**src/rtl/ex3_to_bcd_seq_if.sv**
```systemverilog
// Handshake bundle for ex3_to_bcd_seq: serial Excess-3 digit input and packed BCD word output.
// slave is the decoder side, master is the digit source / word consumer side.
interface ex3_to_bcd_seq_if #(
  parameter int NDIGITS = 4
);
  logic                   in_valid;
  logic                   in_ready;
  logic [3:0]             ex3_in;
  logic                   out_valid;
  logic                   out_ready;
  logic [4*NDIGITS-1:0]   bcd_out;
  logic                   err;

  modport slave (
    input  in_valid,
    input  ex3_in,
    input  out_ready,
    output in_ready,
    output out_valid,
    output bcd_out,
    output err
  );

  modport master (
    output in_valid,
    output ex3_in,
    output out_ready,
    input  in_ready,
    input  out_valid,
    input  bcd_out,
    input  err
  );
endinterface

```
**src/rtl/ex3_to_bcd_seq.sv**
```systemverilog
// Sequential Excess-3 to BCD decoder: packs NDIGITS decoded digits into one word behind valid/ready.
// Define EX3_ERR_EN to flag illegal codes on err and store them as 4'h0.
module ex3_to_bcd_seq #(
  parameter int NDIGITS = 4
) (
  input  logic              clk,
  input  logic              rst,
  input  logic              clr,
  ex3_to_bcd_seq_if.slave   bus
);
  localparam int W  = 4 * NDIGITS;
  localparam int CW = $clog2(NDIGITS + 1);

  typedef enum logic {COLLECT, HOLD} state_t;

  state_t          state;
  logic [CW-1:0]   cnt;
  logic [W-1:0]    shreg;
  logic            err_q;
  logic [3:0]      nib;
  logic            err_set;
  logic            accept;

  assign accept = bus.in_valid && (state == COLLECT);

`ifdef EX3_ERR_EN
  logic illegal;
  assign illegal = (bus.ex3_in < 4'h3) || (bus.ex3_in > 4'hC);
  assign nib     = illegal ? 4'h0 : (bus.ex3_in - 4'h3);
  assign err_set = illegal;
`else
  // Without range checking err_q can never set, so err is constant 0.
  assign nib     = bus.ex3_in - 4'h3;
  assign err_set = 1'b0;
`endif

  // clr outranks both an accept and a release in the same cycle.
  always_ff @(posedge clk or posedge rst) begin
    if (rst) begin
      state <= COLLECT;
      cnt   <= '0;
      shreg <= '0;
      err_q <= 1'b0;
    end else if (clr) begin
      state <= COLLECT;
      cnt   <= '0;
      shreg <= '0;
      err_q <= 1'b0;
    end else begin
      case (state)
        COLLECT: begin
          if (accept) begin
            shreg <= (shreg << 4) | W'(nib);
            err_q <= err_q | err_set;
            if (cnt == CW'(NDIGITS - 1)) begin
              state <= HOLD;
              cnt   <= '0;
            end else begin
              cnt <= cnt + 1'b1;
            end
          end
        end
        HOLD: begin
          if (bus.out_ready) begin
            state <= COLLECT;
            shreg <= '0;
            err_q <= 1'b0;
          end
        end
        default: state <= COLLECT;
      endcase
    end
  end

  assign bus.in_ready  = (state == COLLECT);
  assign bus.out_valid = (state == HOLD);
  assign bus.bcd_out   = shreg;
  assign bus.err       = err_q;
endmodule

```
**src/flat_wrapper.sv**
```systemverilog
// flat-port wrapper written by rule: the top's interface ports become plain ports
module ex3_to_bcd_seq_flat 
#(
  parameter int NDIGITS = 4
)
  (clk, rst, clr, bus_in_valid, bus_ex3_in, bus_out_ready, bus_in_ready, bus_out_valid, bus_bcd_out, bus_err);
  ex3_to_bcd_seq_if #(.NDIGITS(NDIGITS)) bus_i ();
  input  logic clk;
  input  logic rst;
  input  logic clr;
  input wire logic [$bits(bus_i.in_valid)-1:0] bus_in_valid;
  input wire logic [$bits(bus_i.ex3_in)-1:0] bus_ex3_in;
  input wire logic [$bits(bus_i.out_ready)-1:0] bus_out_ready;
  output wire logic [$bits(bus_i.in_ready)-1:0] bus_in_ready;
  output wire logic [$bits(bus_i.out_valid)-1:0] bus_out_valid;
  output wire logic [$bits(bus_i.bcd_out)-1:0] bus_bcd_out;
  output wire logic [$bits(bus_i.err)-1:0] bus_err;
  assign bus_i.in_valid = bus_in_valid;
  assign bus_i.ex3_in = bus_ex3_in;
  assign bus_i.out_ready = bus_out_ready;
  assign bus_in_ready = bus_i.in_ready;
  assign bus_out_valid = bus_i.out_valid;
  assign bus_bcd_out = bus_i.bcd_out;
  assign bus_err = bus_i.err;
  ex3_to_bcd_seq #(.NDIGITS(NDIGITS)) u_core (.clk(clk), .rst(rst), .clr(clr), .bus(bus_i));
endmodule
```
**config.mk**
```make
export PLATFORM = sky130hd
export DESIGN_NAME = ex3_to_bcd_seq_flat
export DESIGN_NICKNAME = d
export VERILOG_FILES = /design/src/rtl/ex3_to_bcd_seq_if.sv /design/src/rtl/ex3_to_bcd_seq.sv /design/src/flat_wrapper.sv
export SDC_FILE = /design/constraint.sdc
export NUM_CORES = 1
export LEC_CHECK = 0
export CORE_MARGIN = 1.5
export CORE_UTILIZATION = 42
export DETAILED_ROUTE_END_ITERATION = 10
export GPL_TIMING_DRIVEN = 0
export PLACE_DENSITY_LB_ADDON = 0.08
export SLEW_MARGIN = 0
export SYNTH_ARGS = -nofsm -noshare
export SYNTH_HDL_FRONTEND = slang
export SYNTH_SLANG_ARGS = --single-unit
```
**constraint.sdc**
```tcl
create_clock -name clk -period 1.3 [get_ports clk]
set_input_delay 0.26 -clock clk [delete_from_list [all_inputs] [get_ports clk]]
set_output_delay 0.26 -clock clk [all_outputs]
set_load 0.02 [all_outputs]
```
==> results_dict.tcl <==
set metrics [dict create \
    total_power_mw 1.30 \
    run_status "finished with violations" \
    die_area_um2 2690 \
    p_per_area_nw_per_um2 808 \
    synth_seq_cells 20 \
    avgRoutedWirePerCell_um 16.6 \
    io_pins 28 \
    grt_pass1_wl_mm 3.83 \
    cp-end-kind "flop" \
    clock-sinks 20 \
    min_period_over_period 1.11 \
    hold_class "input port to async pin" \
    crit_chain "buf_6 -> buf_6 -> nand2b_4 -> buf_8 -> nor4b_4 -> a21o_1" \
    finClkSkew_ns 0.00180 \
    rows 17 \
    drc 0 \
    timing.fmax_ghz 0.693 \
    final_cell_mix "dfrtp_1, a21o_1, clkbuf_2" \
    cp_slowest_cell "dfrtp_2" \
    setup_ws_ns -0.142 \
    path_clk_slew_ns 0.12 \
    r2r-start "u_core.bus.out_valid$_DFF_PP0_" \
    worst_pin_slew_ns 0.784 \
    r2r_end "u_core.bus.bcd_out[5]$_DFFE_PP0P_" \
    finalCoreUtilization 0.722 \
    multi_input_area_um2 596 \
    ys_seq_area_frac 0.498 \
    postPlaceCellArea_um2 1300 \
    root_buffer "clkbuf_4" \
    finalCriticalPeriod_ns 1.44 \
    rrSetupSlack_ns -0.14 \
    tns_ns -1.56 \
    synthesis.nets 92 \
    avgSynthCellArea_um2 12.4 \
    slowest_delay_ns 0.43 \
    antenna_found_initial 0 \
    core-area_um2 2230 \
    die_w_um 51.9 \
    drv_slew 0 \
    post-dp-hpwl_mm 1.48 \
    netlist_area_um2 1000 \
    path_buf_inv 3 \
    clock_path_buffers 2 \
    grt_pass1_vias 781 \
    final_area_um2 1610 \
    start_kind "flop" \
    via_per_inst 5.23 \
    antennaDiodeCount 0 \
    cp.arrival_ns 1.69 \
    yosys.cell_types.count 24 \
    rsz0062_at_grt "true" \
    criticalPathCategory "flop to flop" \
    final_common_cell "dfrtp_1" \
    cp_max_fo 6 \
    drtIter0Drc 4 \
    drive_gt1_frac 0.488 \
    overflow 0 \
    ant_nets 0 \
    slew_headroom 0.477 \
    tritoncts "done" \
    grt_usage 0.197 \
    nets 135 \
    finalHoldViolations 0 \
    globalplace.congestion 0.734 \
    portBuffers 26 \
    die_y_um 51.9 \
    vias 790 \
    htree_levels 1 \
    r2r_cells 6 \
    crit_family "flip-flops" \
    wl_mm 2.51 \
    floorplan.initialDensity 0.450 \
    drt_first_pass_iters 4 \
    grt_max_degree 21 \
    register_area_um2 502 \
    total_leakage_power_nw 0.802 \
    crit_required_ns 1.55 \
    cap_violations 0 \
    synthToLayoutAreaGrowth_pct 60.5 \
    worstSkewPairLatency_ns 0.30 \
    synth_cells 81 \
    fill_cells 164 \
    finalSetupViolCount 19 \
    vdd_drop_max_uv 750 \
    ys.warnings.count 0 \
    crit_top_cell "buf_6" \
    violations "negative setup slack" \
    cts_made_buffers 3 \
]
## routing by layer
| layer | track usage | vias to the layer above | part of all wire |
|---|---|---|---|
| li1 | - | 371 | - |
| met1 | 0.271 | 398 | 0.48 |
| met2 | 0.300 | 16 | 0.47 |
| met3 | 0.0345 | 5 | 0.034 |
| met4 | 0.0921 | 0 | 0.015 |
| met5 | 0 | - | 0 |
## worst max-delay path by stage
| stage | startpoint | end | slack [ns] | depth (start not counted) |
|---|---|---|---|---|
| floorplan | u_core.bus.out_valid$_DFF_PP0_ | u_core.cnt[0]$_DFFE_PP0P_ | -0.06 | 5 |
| global placement | bus_in_valid | u_core.bus.bcd_out[9]$_DFFE_PP0P_ | -0.48 | 5 |
| detailed placement | bus_in_valid | u_core.bus.bcd_out[5]$_DFFE_PP0P_ | -0.50 | 5 |
| CTS | u_core.bus.out_valid$_DFF_PP0_ | bus_in_ready | -0.23 | 4 |
| global route | u_core.bus.out_valid$_DFF_PP0_ | u_core.bus.bcd_out[5]$_DFFE_PP0P_ | -0.18 | 6 |
| finish | u_core.bus.out_valid$_DFF_PP0_ | u_core.bus.bcd_out[5]$_DFFE_PP0P_ | -0.14 | 6 |
## through the flow
step / setup WS (ns) / hold slack, ns / instances
2_1_floorplan: -0.0559 / 0.224 / 81
3_3_place_gp: -0.478 / 0.461 / 135
3_5_place_dp: -0.501 / 0.465 / 135
4_1_cts: -0.231 / 0.404 / 148
5_1_grt: -0.184 / 0.465 / 151
6_report: -0.142 / 0.382 / 151
## area by class of cell
class,count,share of cell area
plain buffers,7,0.0543
flip-flops and latches,20,0.311
well taps,28,0.0217
repair buffers,39,0.213
clock buffers,4,0.0225
multi-input cells,51,0.369
inverters,2,0.00776
## cell usage after synthesis, drive strengths merged
cell type	n	area [um2]
a22o	2	17.5
inv	2	7.51
nor2	2	7.51
ha	2	25.0
a2bb2oi	1	8.76
dfrtp	20	500
nor2b	2	15.0
or3	1	6.26
nor4	1	6.26
xnor2	1	8.76
a21oi	4	20.0
nand2b	2	20.0
conb	1	3.75
a21o	14	105
buf	8	61.3
a211oi	1	20.0
xor2	1	8.76
nor4b	13	151
nand2	3	11.3
## where the power goes
group,internal [mW],switching (mW),leakage (nW)
sequential,0.643,0.0181,0.273
combinational,0.133,0.140,0.509
clock,0.171,0.198,0.0210
total,0.946,0.356,0.802
## state kept, by name, summed over array words and instances, names as in the netlist
signal and cells:
u_core.bus.out_valid 1, u_core.cnt 3, u_core.bus.bcd_out 16
## logic make-up after synthesis
| kind of cell | count (synthesis) | synth area share |
|---|---|---|
| simple gates | 24 | 0.217 |
| xor+xnor | 2 | 0.0174 |
| buf+inv | 10 | 0.0685 |
| compound gates | 22 | 0.171 |
| flops | 20 | 0.498 |
| other cells | 1 | 0.00373 |
| fa+ha+maj | 2 | 0.0249 |
## what timing repair did
item                       4_1_cts  5_1_grt
pin swaps                        4        3
resized for setup               53       43
setup endpoints to repair       33       33
gates cloned                     1        0
hold buffers                     0        0
buffers inserted                 9        3
No activity file was read; power rests on OpenSTA's default activity.
